## src/rtl/dmem_pkg.sv

```systemverilog
// dmem_pkg: shared definitions for the data-memory arbiter.
//   - access size encodings
//   - arbiter/sequencer state enum
//   - sub-word merge and load-extract helpers (32-bit, 4 byte lanes)
// The memory behind the arbiter reads and writes the four bytes starting at
// mem_a (little-endian), so the wanted bytes always sit in the low lanes.
package dmem_pkg;

  localparam logic [1:0] SZ_BYTE = 2'b00;
  localparam logic [1:0] SZ_HALF = 2'b01;
  localparam logic [1:0] SZ_WORD = 2'b10;

  typedef enum logic [2:0] {
    ST_IDLE,
    ST_ACC,
    ST_RMW_RD,
    ST_RMW_WR,
    ST_DONE
  } state_t;

  // Replace the low byte of the word read back with the store byte.
  function automatic logic [31:0] merge_byte(input logic [31:0] merge,
                                             input logic [31:0] wdata);
    return {merge[31:8], wdata[7:0]};
  endfunction

  // Replace the low halfword of the word read back with the store half.
  function automatic logic [31:0] merge_half(input logic [31:0] merge,
                                             input logic [31:0] wdata);
    return {merge[31:16], wdata[15:0]};
  endfunction

  // Zero-extended load result; size 11 is treated as a full word.
  function automatic logic [31:0] load_extract(input logic [31:0] rd,
                                               input logic [1:0]  size);
    case (size)
      SZ_BYTE: return {24'h0, rd[7:0]};
      SZ_HALF: return {16'h0, rd[15:0]};
      default: return rd;
    endcase
  endfunction

endpackage

```

## src/rtl/dmem_arbiter_rr_arb2.sv

```systemverilog
// rr_arb2: two-way round-robin grant.
//   CLK  clock
//   RST  synchronous active-high reset (last = 1, so requester 0 wins first)
//   req  request vector, bit n = requester n
//   upd  grant strobe; the pointer moves to the granted id
//   gnt  id of the requester to grant (only meaningful when |req)
module rr_arb2 (
  input  logic       CLK,
  input  logic       RST,
  input  logic [1:0] req,
  input  logic       upd,
  output logic       gnt
);

  logic last;

  // Contention goes to whoever was not served last; a lone request wins.
  always_comb begin
    gnt = req[1];
    if (req == 2'b11) begin
      gnt = ~last;
    end
  end

  always_ff @(posedge CLK) begin
    if (RST) begin
      last <= 1'b1;
    end else if (upd) begin
      last <= gnt;
    end
  end

endmodule

```

## src/rtl/dmem_arbiter.sv

```systemverilog
// dmem_arbiter: shares one single-cycle data-memory port between the core
// load/store path (m0) and the loader (m1), and turns byte/half stores into
// read-modify-write sequences because the memory writes whole words only.
// Ports:
//   CLK, RST            clock, synchronous active-high reset
//   mN_req/we/size      request, 1=store, 00 byte 01 half 10/11 word
//   mN_addr/wdata       byte address, store data (low bytes for sub-word)
//   mN_done             one-cycle completion pulse
//   mN_rdata            zero-extended load result, held until next load
//   mem_a/mem_wd/mem_we memory address, write data, write enable
//   mem_rd              memory read data, combinational from mem_a
//   busy                high whenever the sequencer is not idle
module dmem_arbiter
  import dmem_pkg::*;
#(
  parameter int AW = 32,
  parameter int DW = 32
) (
  input  logic          CLK,
  input  logic          RST,
  input  logic          m0_req,
  input  logic          m0_we,
  input  logic [1:0]    m0_size,
  input  logic [AW-1:0] m0_addr,
  input  logic [DW-1:0] m0_wdata,
  output logic          m0_done,
  output logic [DW-1:0] m0_rdata,
  input  logic          m1_req,
  input  logic          m1_we,
  input  logic [1:0]    m1_size,
  input  logic [AW-1:0] m1_addr,
  input  logic [DW-1:0] m1_wdata,
  output logic          m1_done,
  output logic [DW-1:0] m1_rdata,
  output logic [AW-1:0] mem_a,
  output logic [DW-1:0] mem_wd,
  output logic          mem_we,
  input  logic [DW-1:0] mem_rd,
  output logic          busy
);

  state_t        state;
  logic          gnt;
  logic          grant;
  logic          id_q;
  logic          we_q;
  logic [1:0]    size_q;
  logic [AW-1:0] addr_q;
  logic [DW-1:0] wdata_q;
  logic [DW-1:0] merge_q;

  logic          sel_we;
  logic [1:0]    sel_size;
  logic [AW-1:0] sel_addr;
  logic [DW-1:0] sel_wdata;
  logic          sel_rmw;

  assign grant = (state == ST_IDLE) && (m0_req || m1_req);

  rr_arb2 u_arb (
    .CLK (CLK),
    .RST (RST),
    .req ({m1_req, m0_req}),
    .upd (grant),
    .gnt (gnt)
  );

  // Fields of the requester being granted this cycle.
  always_comb begin
    sel_we    = gnt ? m1_we    : m0_we;
    sel_size  = gnt ? m1_size  : m0_size;
    sel_addr  = gnt ? m1_addr  : m0_addr;
    sel_wdata = gnt ? m1_wdata : m0_wdata;
    sel_rmw   = sel_we && ((sel_size == SZ_BYTE) || (sel_size == SZ_HALF));
  end

  // Control: state, done pulses and load results.
  always_ff @(posedge CLK) begin
    if (RST) begin
      state    <= ST_IDLE;
      m0_done  <= 1'b0;
      m1_done  <= 1'b0;
      m0_rdata <= '0;
      m1_rdata <= '0;
    end else begin
      m0_done <= 1'b0;
      m1_done <= 1'b0;
      case (state)
        ST_IDLE: begin
          if (grant) begin
            state <= sel_rmw ? ST_RMW_RD : ST_ACC;
          end
        end
        ST_ACC: begin
          if (!we_q) begin
            if (id_q) m1_rdata <= load_extract(mem_rd, size_q);
            else      m0_rdata <= load_extract(mem_rd, size_q);
          end
          m0_done <= ~id_q;
          m1_done <= id_q;
          state   <= ST_DONE;
        end
        ST_RMW_RD: begin
          state <= ST_RMW_WR;
        end
        ST_RMW_WR: begin
          m0_done <= ~id_q;
          m1_done <= id_q;
          state   <= ST_DONE;
        end
        ST_DONE: begin
          state <= ST_IDLE;
        end
        default: begin
          state <= ST_IDLE;
        end
      endcase
    end
  end

  // Datapath latches; only ever used under a non-idle state, so no reset.
  always_ff @(posedge CLK) begin
    if (grant) begin
      id_q    <= gnt;
      we_q    <= sel_we;
      size_q  <= sel_size;
      addr_q  <= sel_addr;
      wdata_q <= sel_wdata;
    end
    if (state == ST_RMW_RD) begin
      merge_q <= mem_rd;
    end
  end

  // Memory pins decode from registered state and latches only, so they are
  // zero in IDLE/DONE and the write strobe cannot glitch on requester inputs.
  always_comb begin
    mem_a  = '0;
    mem_wd = '0;
    mem_we = 1'b0;
    case (state)
      ST_ACC: begin
        mem_a = addr_q;
        if (we_q) begin
          mem_wd = wdata_q;
          mem_we = 1'b1;
        end
      end
      ST_RMW_RD: begin
        mem_a = addr_q;
      end
      ST_RMW_WR: begin
        mem_a  = addr_q;
        mem_we = 1'b1;
        mem_wd = (size_q == SZ_BYTE) ? merge_byte(merge_q, wdata_q)
                                     : merge_half(merge_q, wdata_q);
      end
      default: begin
      end
    endcase
  end

  assign busy = (state != ST_IDLE);

endmodule
```

## config.mk

```make
export PLATFORM = sky130hd
export DESIGN_NAME = dmem_arbiter
export DESIGN_NICKNAME = d
export VERILOG_FILES = /design/src/rtl/dmem_pkg.sv /design/src/rtl/dmem_arbiter_rr_arb2.sv /design/src/rtl/dmem_arbiter.sv
export SDC_FILE = /design/constraint.sdc
export NUM_CORES = 1
export LEC_CHECK = 0
export BUFFER_PORTS_ARGS = -buffer_cell sky130_fd_sc_hd__buf_2
export CORE_MARGIN = 2
export CORE_UTILIZATION = 48
export DETAILED_ROUTE_END_ITERATION = 10
export GPL_ROUTABILITY_DRIVEN = 0
export PLACE_DENSITY = 0.9
export SYNTH_ARGS = -nofsm -noshare
export SYNTH_HDL_FRONTEND = slang
export SYNTH_SLANG_ARGS = --single-unit
```

## constraint.sdc

```tcl
create_clock -name CLK -period 5.9 [get_ports CLK]
set_input_delay 0.59 -clock CLK [delete_from_list [all_inputs] [get_ports CLK]]
set_output_delay 0.59 -clock CLK [all_outputs]
set_load 0.03 [all_outputs]
```

== Word-level counts from Yosys, hierarchy flattened ==
Cells that the tools add are included.

* Reduce and logical (&&, ||, !) cells: 13
* Bitwise logic cells: 4
* Equal/unequal tests: 7
* Mux-type cells: 15

{| class="wikitable"
|+ Operators with widths
! operator !! count
|-
| 32-bit 2-to-1 mux || 4
|-
| 32-bit case mux with 2 select lines || 2
|-
| 16-bit 2-to-1 mux || 1
|-
| 3-bit case mux with 3 select lines || 1
|-
| 3-bit by 2-bit == test with 1-bit output, second input constant || 2
|-
| 3-bit AND reduction || 2
|-
| 2-bit by 1-bit == test with 1-bit output, second input constant || 2
|-
| 2-bit zero test || 2
|-
| 2-bit 2-to-1 mux || 2
|-
| 1-bit NOT || 4
|-
| 2-bit OR reduction || 2
|-
| 3-bit by 1-bit == test with 1-bit output, second input constant || 1
|-
| 3-bit zero test || 1
|-
| 1-bit 2-to-1 mux || 3
|-
| 3-bit 2-to-1 mux || 1
|-
| 3-bit nonzero test || 1
|-
| 3-bit OR reduction || 1
|-
| 2-bit == test, second input constant || 1
|-
| 1-bit logical AND || 2
|-
| 1-bit logical OR || 2
|-
| 2-bit != test, second input constant || 1
|-
| 1-bit case mux with 2 select lines || 1
|}

* Input port bits: 170
* Flip-flop bits (word level): 170
* Output and inout port bits: 132
* Logic and storage cells: 51

== Depth between registers and ports, before layout ==
* Depth after elaboration: 9
* Gate-level depth with buffers: 6

== Hierarchy ==
From an unflattened synthesis, not the netlist that was laid out.

* Cells, all modules: 526
* Area, all modules: 7061.8 µm²

{| class="wikitable"
|+ By module, submodules not included
! module !! seq. area each (µm²) !! instances !! cells an instance !! area each (µm²)
|-
| dmem_arbiter || 4144.0 || 1 || 522 || 7019.2
|-
| rr_arb2 || 20.0 || 1 || 4 || 42.5
|}

== Worst setup path after synthesis ==
No wires, ideal clock.

* Path kind: flip-flop to flip-flop
* Start: register state[1]
* End: register addr_q[0] (enable)
* Cell stages (with the launch flop): 5
* Required time: 5.404 ns
* Data arrival time: 3.754 ns
* Setup slack: 1.650 ns
* Buffers on the path: 1
* Path through: dfxtp_1 buf_6 nor3_1 inv_1 nor2_1

* Longest elaborated chain between the ends: 2

{| class="wikitable"
|+ RTL lines
! item !! line !! source
|-
| start, declared || dmem_arbiter.sv:42 || <nowiki>state_t state;</nowiki>
|-
| start signal, assigned || dmem_arbiter.sv:91 || <nowiki>state <= sel_rmw ? ST_RMW_RD : ST_ACC;</nowiki>
|-
| 3-bit zero test || dmem_arbiter.sv:58 || <nowiki>assign grant = (state == ST_IDLE) && (m0_req || m1_req);</nowiki>
|-
| 1-bit logical AND || dmem_arbiter.sv:58 ||
|-
| via grant || dmem_arbiter.sv:44 || <nowiki>logic grant;</nowiki>
|-
| end signal, assigned || dmem_arbiter.sv:127 || <nowiki>addr_q <= sel_addr;</nowiki>
|-
| end, declared || dmem_arbiter.sv:48 || <nowiki>logic [AW-1:0] addr_q;</nowiki>
|}

The timed path passes the listed nets, and every way through them passes these cells.
A chain may end at the register's enable or synchronous reset.

== Worst setup path in the final report ==
* Start: register size_q[1]
* End: output port mem_wd[15]

* Longest elaborated chain between the ends: 3

{| class="wikitable"
|+ RTL lines
! item !! line !! source
|-
| start, declared || dmem_arbiter.sv:47 || <nowiki>logic [1:0] size_q;</nowiki>
|-
| start signal, assigned || dmem_arbiter.sv:126 || <nowiki>size_q <= sel_size;</nowiki>
|-
| 2-bit zero test || dmem_arbiter.sv:155 || <nowiki>mem_wd = (size_q == SZ_BYTE) ? merge_byte(merge_q, wdata_q)</nowiki>
|-
| 16-bit 2-to-1 mux || dmem_arbiter.sv:155 ||
|-
| 32-bit case mux with 2 select lines || dmem_arbiter.sv:141 || <nowiki>case (state)</nowiki>
|-
| end, declared || dmem_arbiter.sv:36 || <nowiki>output logic [DW-1:0] mem_wd,</nowiki>
|}

Every way passes these cells.

==> out/results.ini <==
[setup_path]
cp-startpoint = size_q[1]
crit_buf_inv = 1
crit_arrival_ps = 2680
end_kind = primary output
path_class = reg -> out
reg2reg_slack_ps = 3410
crit_path_top_delay_cell = edfxtp_1
critical_path.max_stage_delay_ps = 1080
critical-path-top-delay-family = flip-flops
rr_startpoint = state[1]
path_cells = nor2_1, a211oi_2, a22o_1, buf_2
cp_max_fo = 34
start_kind = flip-flop
cp.required_ps = 5310

[timing]
fin_crit_sh_pct = 55.4
finalWorstSetupSlack_ps = 2630
finalSetupTns_ps = 0
final-hold-violation-count = 0
finalMaxSlewViolations = 0
slew_headroom_pct = 25.4
tightest_slew_ps = 1120
hold_ws_ps = 389
period_needed_ps = 3270
setup_violations = 0
max_freq_mhz = 306
rsz0062_at_grt = false
skew_ps = 9.67

[yosys]
yosysSeqAreaShare_pct = 60.0
synth-seq-cells = 162
synth_cell_type_count = 34
netlist_area_mm2 = 0.00694
synth_nets = 746
avgSynthCellArea_um2 = 12.0
yosys_warnings = 0
syn-instance-count = 576

[clock_tree]
clk_pin_slew_worst_paths_ps = 60
post_cts_buffers = 0
cts_buffers = 17
root_buffer = clkbuf_16
clock_path_buffers = 2
ctsHoldBuffers = 0
numClockSinks = 162
cts_tree = yes
worstSkewPairLatency_ps = 410
cts_resized = 0
htree_num_levels = 4

[finish]
drive_above_1_share_pct = 48.7
syn2layout_area_growth_pct = 29.9
antenna_cells = 0
final_cell_area_mm2 = 0.00901
fin_util_pct = 64.4
layout.cells.non_filler = 1040
layout.nets = 1017

[route]
drt_iter0_drc = 498
vias = 5652
first_pass_iters = 5
drc = 0
ant_nets = 0
routed_wirelength_mm = 18.5
via_per_inst = 5.43
avgRoutedWirePerCell_um = 17.8

[global_route]
grt_pass1_vias = 5355
grt_pass1_wl_mm = 28.2
grtUsageTotal_pct = 22.9
grt_start_max_net_pins = 71
grt-ovfl-total = 0
antenna_found_initial = 0

[die]
num_rows = 43
pin_count = 302
fp.dieW_um = 124
die_h_um = 124
fp.coreArea_mm2 = 0.0140
die-area_mm2 = 0.0154
start_util_pct = 49.6

[power_and_ir_drop]
combPwrFrac_pct = 20.4
pwr-share-clk_pct = 33.5
swShare_pct = 28.9
internal_power_mw = 2.14
p_seq_share_pct = 46.1
p_switching_uw = 869
power.leakage_nw = 3.83
power_mw = 3.01
p_per_area_mw_per_mm2 = 334
peakVddDrop_mv = 0.252

[run]
cap_violations = 0

[worst_hold_path]
hold_class = in -> reg
holdCritStartpoint = mem_rd[14]

[placed_design]
hpwl_mm = 13.1
portBuffers = 301
placedInstanceArea_mm2 = 0.00846
pre_cts_slack_ps = 3080
dp_cells = 1008

[outcome]
outcome = completed

[layer usage]
layer | global-route usage (%) | routed length, um | part of all wire (%)
met1 | 27.1 | 7080 | 38
met2 | 40.5 | 9740 | 53
met5 | 0 | 0 | 0
met4 | 7.67 | 453 | 2.4
met3 | 5.94 | 1260 | 6.8
[final timing paths]
path	end	depth (start not counted)
worst max-delay path	mem_wd[15]	4
worst min-delay path	merge_q[14]	1
worst max register to register	wdata_q[27]	4
worst min register to register	m1_rdata[15]	2
[cell families after synthesis]
logic type             share of synthesized area (%)
AOI/OAI and AO/OA                               13.4
buffers and inverters                           4.40
DFF                                             60.0
muxes                                           11.0
and+or+nand+nor                                 11.1
[cell usage after synthesis]
cell type | count | area (um^2)
edfxtp_1 | 92 | 2760
dfxtp_1 | 70 | 1400
mux2_2 | 67 | 754
a21oi_1 | 65 | 325
o21ai_1 | 55 | 275
nand4_1 | 48 | 300
and2_1 | 41 | 257
clkbuf_1 | 27 | 101
a22o_1 | 24 | 210
buf_2 | 16 | 80.1
nand3_1 | 16 | 80.1
nor2_1 | 9 | 33.8
buf_6 | 8 | 90.1
buf_1 | 5 | 18.8
o21ai_2 | 5 | 43.8
o21ai_0 | 4 | 20.0
nor3_1 | 3 | 15.0
inv_1 | 2 | 7.51
nand2b_1 | 2 | 12.5
nor2b_1 | 2 | 12.5
o21bai_1 | 2 | 15.0
a211oi_2 | 1 | 12.5
a21bo_2 | 1 | 10.0
a21boi_2 | 1 | 11.3
and3_1 | 1 | 6.26
and3b_1 | 1 | 8.76
buf_4 | 1 | 7.51
mux2i_1 | 1 | 10.0
nor3b_1 | 1 | 7.51
nor3b_2 | 1 | 12.5
nor4b_1 | 1 | 8.76
o31ai_1 | 1 | 7.51
or2_2 | 1 | 6.26
or4b_1 | 1 | 10.0
[worst reg2reg max path, delay by kind of cell, from the launching register on]
family                 cells  cell delay (ps)
AND/OR/NAND/NOR            2              970
buffers and inverters      2              730
flip-flops                 1              410
[sequential cells by signal, summed over array words and instances (netlist names)]
signal,flops
merge_q,24
u_arb.last,1
state,3
id_q,1
wdata_q,32
m0_rdata,32
m1_done,1
we_q,1
m0_done,1
size_q,2
m1_rdata,32
addr_q,32
[area by class of cell]
cell class | instances | area, um^2
Multi-Input combinational cell | 355 | 2490
Sequential cell | 162 | 4160
Clock buffer | 27 | 528
Fill cell | 1065 | 4980
Timing Repair Buffer | 309 | 1570
Inverter | 2 | 7.51
Clock inverter | 5 | 25.0
Tap cell | 180 | 225
[cell usage in the layout (no fill, tap or decap), types with 2 or more instances in the layout]
| master | synthesis | final |
|---|---|---|
| o21ai_0 | 4 | 4 |
| buf_2 | 16 | 301 |
| nand2b_1 | 2 | 2 |
| o21bai_1 | 2 | 2 |
| nor2b_1 | 2 | 2 |
| clkinv_2 | 0 | 5 |
| nor2_1 | 9 | 8 |
| nor3b_2 | 1 | 2 |
| clkbuf_1 | 27 | 4 |
| nand3_1 | 16 | 16 |
| edfxtp_1 | 92 | 92 |
| nand4_1 | 48 | 48 |
| o21ai_1 | 55 | 55 |
| dfxtp_1 | 70 | 70 |
| a22o_1 | 24 | 24 |
| mux2_2 | 67 | 67 |
| buf_4 | 1 | 8 |
| and2_1 | 41 | 41 |
| a21oi_1 | 65 | 65 |
| clkbuf_16 | 0 | 18 |
| clkbuf_8 | 0 | 4 |
| o21ai_2 | 5 | 5 |
| nor3_1 | 3 | 3 |
[power by group through the flow]
stage / Sequential [mW] / Combinational, mW / Clock, mW
6_report: 1.39 / 0.615 / 1.01
5_1_grt: 1.40 / 0.659 / 1.08
4_1_cts: 1.39 / 0.616 / 1.02
3_5_place_dp: 1.41 / 0.614 / 0
3_3_place_gp: 1.40 / 0.608 / 0
2_1_floorplan: 1.42 / 0.410 / 0
Note: power is estimated with default switching activity, not from simulation.
